<file path="config.mk">
export PLATFORM = sky130hd
export DESIGN_NAME = axi_wr_slave
export DESIGN_NICKNAME = d
export VERILOG_FILES = /design/src/rtl/axi_wr_slave.sv
export SDC_FILE = /design/constraint.sdc
export NUM_CORES = 1
export LEC_CHECK = 0
export BUFFER_PORTS_ARGS = -buffer_cell sky130_fd_sc_hd__buf_4
export CORE_ASPECT_RATIO = 0.7
export CORE_UTILIZATION = 40
export DETAILED_ROUTE_END_ITERATION = 10
export SLEW_MARGIN = 20
export SYNTH_ARGS = -nofsm -noshare
export SYNTH_HDL_FRONTEND = slang
export SYNTH_SLANG_ARGS = --single-unit
</file>
<file path="constraint.sdc">
create_clock -name ACLK -period 4.57 [get_ports ACLK]
set_clock_uncertainty 0.05 [all_clocks]
set_input_delay 0.6855 -clock ACLK [delete_from_list [all_inputs] [get_ports ACLK]]
set_output_delay 0.6855 -clock ACLK [all_outputs]
set_load 0.005 [all_outputs]
</file>
<file path="src/rtl/axi_wr_slave.sv">
// Single-beat AXI-style write slave: captures AW and W (in either order),
// validates size/alignment/last, drives one strobed 64-bit memory write with a
// bounded wait on mem_ready, then returns a B response.
module axi_wr_slave #(
   parameter int unsigned ADDR_W  = 32,
   parameter int unsigned TIMEOUT = 16
) (
   input  logic              ACLK,
   input  logic              ARESETn,
   input  logic              AWVALID,
   output logic              AWREADY,
   input  logic [ADDR_W-1:0] AWADDR,
   input  logic              WVALID,
   output logic              WREADY,
   input  logic [63:0]       WDATA,
   input  logic              WLAST,
   input  logic [3:0]        WUSER,
   output logic              BVALID,
   input  logic              BREADY,
   output logic [1:0]        BRESP,
   output logic              mem_we,
   output logic [ADDR_W-1:0] mem_addr,
   output logic [63:0]       mem_wdata,
   output logic [7:0]        mem_wstrb,
   input  logic              mem_ready
);

   localparam int unsigned CNT_W = (TIMEOUT > 1) ? $clog2(TIMEOUT) : 1;
   localparam logic [CNT_W-1:0] CNT_LAST = CNT_W'(TIMEOUT - 1);
   localparam logic [1:0] RESP_OKAY   = 2'b00;
   localparam logic [1:0] RESP_SLVERR = 2'b10;

   typedef enum logic [2:0] {
      IDLE,
      WAIT_W,
      WAIT_AW,
      MEM,
      RESP
   } state_t;

   state_t            state_q, state_d;
   logic              awready_q, awready_d;
   logic              wready_q, wready_d;
   logic              bvalid_q, bvalid_d;
   logic [1:0]        bresp_q, bresp_d;
   logic              mem_we_q, mem_we_d;
   logic [ADDR_W-1:0] mem_addr_q, mem_addr_d;
   logic [63:0]       mem_wdata_q, mem_wdata_d;
   logic [7:0]        mem_wstrb_q, mem_wstrb_d;
   logic [CNT_W-1:0]  cnt_q, cnt_d;
   logic [ADDR_W-1:0] addr_q, addr_d;
   logic [63:0]       wdata_q, wdata_d;
   logic [3:0]        wuser_q, wuser_d;
   logic              wlast_q, wlast_d;

   logic              aw_hs, w_hs;
   logic [ADDR_W-1:0] eff_addr;
   logic [63:0]       eff_wdata;
   logic [3:0]        eff_wuser;
   logic              eff_wlast;
   logic [7:0]        size_mask;
   logic              size_ok, align_ok, txn_err;
   logic [7:0]        lane_strb;
   logic [63:0]       lane_data;

   // Operands of the completing transaction: the half arriving this cycle
   // comes from the ports, the half captured earlier from its register.
   always_comb begin
      aw_hs     = AWVALID && awready_q;
      w_hs      = WVALID && wready_q;
      eff_addr  = aw_hs ? AWADDR : addr_q;
      eff_wdata = w_hs ? WDATA : wdata_q;
      eff_wuser = w_hs ? WUSER : wuser_q;
      eff_wlast = w_hs ? WLAST : wlast_q;
      size_mask = 8'h00;
      size_ok   = 1'b1;
      align_ok  = 1'b1;
      case (eff_wuser)
         4'b0001: size_mask = 8'h01;
         4'b0010: begin size_mask = 8'h03; align_ok = (eff_addr[0] == 1'b0);   end
         4'b0100: begin size_mask = 8'h0F; align_ok = (eff_addr[1:0] == 2'b00); end
         4'b1000: begin size_mask = 8'hFF; align_ok = (eff_addr[2:0] == 3'b000); end
         default: size_ok = 1'b0;
      endcase
      txn_err   = !size_ok || !align_ok || !eff_wlast;
      lane_strb = size_mask << eff_addr[2:0];
      lane_data = eff_wdata << {eff_addr[2:0], 3'b000};
   end

   // Next-state logic; all outputs are decoded from the next state so they
   // leave the flops without any combinational path from the inputs.
   always_comb begin
      logic both_done;
      state_d     = state_q;
      bresp_d     = bresp_q;
      mem_addr_d  = mem_addr_q;
      mem_wdata_d = mem_wdata_q;
      mem_wstrb_d = mem_wstrb_q;
      cnt_d       = cnt_q;
      addr_d      = addr_q;
      wdata_d     = wdata_q;
      wuser_d     = wuser_q;
      wlast_d     = wlast_q;
      both_done   = 1'b0;

      if (aw_hs) addr_d = AWADDR;
      if (w_hs) begin
         wdata_d = WDATA;
         wuser_d = WUSER;
         wlast_d = WLAST;
      end

      case (state_q)
         IDLE: begin
            if (aw_hs && w_hs) both_done = 1'b1;
            else if (aw_hs)    state_d   = WAIT_W;
            else if (w_hs)     state_d   = WAIT_AW;
         end
         WAIT_W:  if (w_hs)  both_done = 1'b1;
         WAIT_AW: if (aw_hs) both_done = 1'b1;
         MEM: begin
            cnt_d = cnt_q + 1'b1;
            if (mem_ready) begin
               state_d = RESP;
               bresp_d = RESP_OKAY;
            end else if (cnt_q == CNT_LAST) begin
               state_d = RESP;
               bresp_d = RESP_SLVERR;
            end
         end
         RESP: if (BREADY) state_d = IDLE;
         default: state_d = IDLE;
      endcase

      if (both_done) begin
         if (txn_err) begin
            state_d = RESP;
            bresp_d = RESP_SLVERR;
         end else begin
            state_d     = MEM;
            cnt_d       = '0;
            mem_addr_d  = {eff_addr[ADDR_W-1:3], 3'b000};
            mem_wdata_d = lane_data;
            mem_wstrb_d = lane_strb;
         end
      end

      awready_d = (state_d == IDLE) || (state_d == WAIT_AW);
      wready_d  = (state_d == IDLE) || (state_d == WAIT_W);
      bvalid_d  = (state_d == RESP);
      mem_we_d  = (state_d == MEM);
   end

   // State and registered outputs; reset abandons any transaction in flight.
   always_ff @(posedge ACLK or negedge ARESETn) begin
      if (!ARESETn) begin
         state_q     <= IDLE;
         awready_q   <= 1'b0;
         wready_q    <= 1'b0;
         bvalid_q    <= 1'b0;
         bresp_q     <= '0;
         mem_we_q    <= 1'b0;
         mem_addr_q  <= '0;
         mem_wdata_q <= '0;
         mem_wstrb_q <= '0;
         cnt_q       <= '0;
         addr_q      <= '0;
         wdata_q     <= '0;
         wuser_q     <= '0;
         wlast_q     <= 1'b0;
      end else begin
         state_q     <= state_d;
         awready_q   <= awready_d;
         wready_q    <= wready_d;
         bvalid_q    <= bvalid_d;
         bresp_q     <= bresp_d;
         mem_we_q    <= mem_we_d;
         mem_addr_q  <= mem_addr_d;
         mem_wdata_q <= mem_wdata_d;
         mem_wstrb_q <= mem_wstrb_d;
         cnt_q       <= cnt_d;
         addr_q      <= addr_d;
         wdata_q     <= wdata_d;
         wuser_q     <= wuser_d;
         wlast_q     <= wlast_d;
      end
   end

   assign AWREADY   = awready_q;
   assign WREADY    = wready_q;
   assign BVALID    = bvalid_q;
   assign BRESP     = bresp_q;
   assign mem_we    = mem_we_q;
   assign mem_addr  = mem_addr_q;
   assign mem_wdata = mem_wdata_q;
   assign mem_wstrb = mem_wstrb_q;

endmodule

</file>
==> results.sh <==
export IMPL_synth_area_leaders="dfrtp_1 53%, mux2i_1 8.2%, mux2_2 7.5%"
export IMPL_synth_compound_area_frac=0.124
export IMPL_syn_cell_area_mm2=0.0101
export IMPL_p_per_area_mw_per_mm2=742
export IMPL_routabilityCongestion=0.877
export IMPL_p_int_w=0.00574
export IMPL_drive_above_1_share=0.304
export IMPL_remaining_drc_errors=0
export IMPL_clockPowerShare=0.205
export IMPL_max_stage_delay_ps=610
export IMPL_cp_start_kind="flip-flop"
export IMPL_synth_seq_cells=215
export IMPL_synth_top_area_cell="dfrtp_1"
export IMPL_htree_levels=1
export IMPL_crit_type="flip-flop to flip-flop"
export IMPL_sequentialPowerShare=0.332
export IMPL_peakVddDrop_v=0.000298
export IMPL_synthToLayoutAreaGrowth_pct=26.2
export IMPL_path_cells="nand2_4, mux2_4, o32ai_2, and2_1, o211ai_4, buf_16, buf_4, o31ai_1"
export IMPL_rows=48
export IMPL_yosys_mux_area_fraction=0.192
export IMPL_io_pins=217
export IMPL_async_reset_ff_frac=1.00
export IMPL_maxCapViolCount=0
export IMPL_cts_hold_buffers_added=0
export IMPL_p_total_w=0.00946
export IMPL_nets=1245
export IMPL_reg2reg_depth=8
export IMPL_tightestPinTransition_ps=1020
export IMPL_crit_required_ps=4930
export IMPL_relSlewSlack=0.321
export IMPL_synth_seq_area_share=0.532
export IMPL_p_leak_nw=6.32
export IMPL_clkSinkCount=215
export IMPL_final_cell_mix="225 x buf_4, 215 x dfrtp_1, 146 x nand2_1, 82 x mux2i_1, 67 x mux2_2"
export IMPL_r2r_start="WREADY"
export IMPL_ant_nets=0
export IMPL_worst_path_max_delay_cell="dfrtp_1"
export IMPL_final_hold_violation_count=0
export IMPL_yosysTopAreaCellShare=0.532
export IMPL_syn_avg_cell_area_um2=10.7
export IMPL_synthSimpleGateAreaFrac=0.0942
export IMPL_fmax_ghz=0.300
export IMPL_synthFlopType="dfrtp_1"
export IMPL_hold_class="primary input to asynchronous set/reset pin"
export IMPL_cp_max_fo=57
export IMPL_grt_pass1_vias=7576
export IMPL_p_comb_frac=0.463
export IMPL_swShare=0.394
export IMPL_die_h_um=135
export IMPL_timing_rr_end="mem_wdata[19]"
export IMPL_grtUsageTotal=0.226
export IMPL_io_buffers=213
export IMPL_fp_dieArea_mm2=0.0259
export IMPL_first_iter_violations=602
export IMPL_critical_path_top_delay_family="compound AO/OA/AOI/OAI gates"
export IMPL_initial_core_util=0.409
export IMPL_n_antenna_cell=0
export IMPL_insertion_delay_ps=510
export IMPL_synth_fa_ha_area_frac=0.00124
export IMPL_cts_tree="built"
export IMPL_placed_area_mm2=0.0120
export IMPL_synth_edf_count=0
export IMPL_core_area_mm2=0.0247
export IMPL_fill_cells=2302
export IMPL_end_kind="flip-flop"
export IMPL_fin_cells=1476
export IMPL_clk_path_buf_depth=3
export IMPL_grt_max_degree=121
export IMPL_path_clk_slew_ps=60
export IMPL_setup_violations_final=0
export IMPL_ys_warn_count=0
export IMPL_synth_top_family_by_area="multiplexers"
export IMPL_r2r_slack_ps=1240
export IMPL_period_needed_ps=3330
export IMPL_slew_violations=0
export IMPL_drt_vias_per_instance=5.25
export IMPL_dp_hpwl_um=21300
export IMPL_die_x_um=192
export IMPL_final_common_cell="buf_4"
export IMPL_cts_resized=0
export IMPL_cts_repair_timing_setup_buffer_count=0
export IMPL_path_buf_inv=2
export IMPL_tns_ps=0
export IMPL_firstDrtPassIters=5
export IMPL_ys_types=61
export IMPL_grt_pass1_wl_um=44700
export IMPL_synth_cells=943
export IMPL_rsz0062_at_grt="no"
export IMPL_fin_area_mm2=0.0128
export IMPL_antenna_found_initial=0
export IMPL_wl_per_cell_um=19.7
export IMPL_fin_crit_sh=0.730
export IMPL_fin_util=0.516
export IMPL_num_vias=7747
export IMPL_p_sw_w=0.00373
export IMPL_cts_root_buffer="clkbuf_16"
export IMPL_status="finished clean"
export IMPL_grt_overflow=0
export IMPL_crit_arrival_ps=3690
export IMPL_synth_xor_area_frac=0.00693
export IMPL_dp_cells=1436
export IMPL_numCtsBuffers=23
export IMPL_routed_wl_um=29000
flip-flops by register name, indices dropped and copies added (netlist names), 2 cells and up:
signal,cells
wuser_q,4
mem_addr,29
addr_q,32
mem_wdata,64
wdata_q,64
cnt_q,4
mem_wstrb,8
BRESP,2
state_q,3
worst register-to-register path: cells and delay by family, from the launching register on:
kind            cells  cell delay [ps]
compound gates      3             1040
flops               1              610
simple gates        2              580
buf+inv             2              540
mux                 1              410
cell usage after synthesis, types with 14 or more instances:
library cell	number
a21oi_1	63
buf_2	15
buf_4	17
clkbuf_1	25
dfrtp_1	215
inv_1	45
mux2_1	26
mux2_2	67
mux2i_1	83
nand2_1	146
nor2_1	57
o21ai_0	22
o21ai_1	42
o31ai_1	14
how the worst max path moves through the flow:
stage,startpoint,depth (start not counted),end
2_1_floorplan,WVALID,10,mem_wdata[63]
3_3_place_gp,WVALID,8,mem_wdata[46]
3_5_place_dp,WVALID,8,mem_wdata[41]
4_1_cts,WREADY,7,mem_wdata[41]
5_1_grt,WREADY,8,mem_wdata[19]
6_report,WREADY,8,mem_wdata[19]
kinds of logic (layout without fill, tap and decap cells):
kind of cell / count (synthesis) / count (layout)
DFF: 215 / 215
and+or+nand+nor: 232 / 232
xor gates and xnor gates: 8 / 8
other: 1 / 3
AOI/OAI and AO/OA: 197 / 197
adders and majority gates: 1 / 1
buffers and inverters: 110 / 316
muxes: 179 / 179
area by class of cell:
class                           count  area [µm²]  area share
Sequential cell                   215        5380       0.422
Inverter                           48         180      0.0141
Clock inverter                      5         100     0.00785
Clock buffer                       34         677      0.0531
Timing Repair Buffer              229        1770       0.139
Tap cell                          325         407      0.0319
Multi-Input combinational cell    620        4240       0.332
power by group through the flow:
stage / registers [W] / logic [W] / clock network (W)
finish: 0.00315 / 0.00438 / 0.00194
global route: 0.00324 / 0.00479 / 0.00207
CTS: 0.00314 / 0.00436 / 0.00199
detailed placement: 0.00317 / 0.00434 / 0
global placement: 0.00316 / 0.00429 / 0
floorplan: 0.00307 / 0.00275 / 0
metal layers:
metal  GRT usage  vias to the layer above  wire, µm
li1            -                     3646         -
met1       0.369                     3780     14800
met2       0.307                      292     11600
met3      0.0429                       29      2200
met4      0.0398                        0       369
met5           0                        -         0
stage by stage:
| stage | worst slack (ps) | hold slack [ps] |
|---|---|---|
| 4_1_cts | 1020 | 240 |
| 3_5_place_dp | 865 | 427 |
| 2_1_floorplan | 1820 | 340 |
| 6_report | 1240 | 135 |
| 5_1_grt | 1010 | 239 |
| 3_3_place_gp | 954 | 422 |
No activity file was read; power rests on OpenSTA's default activity.
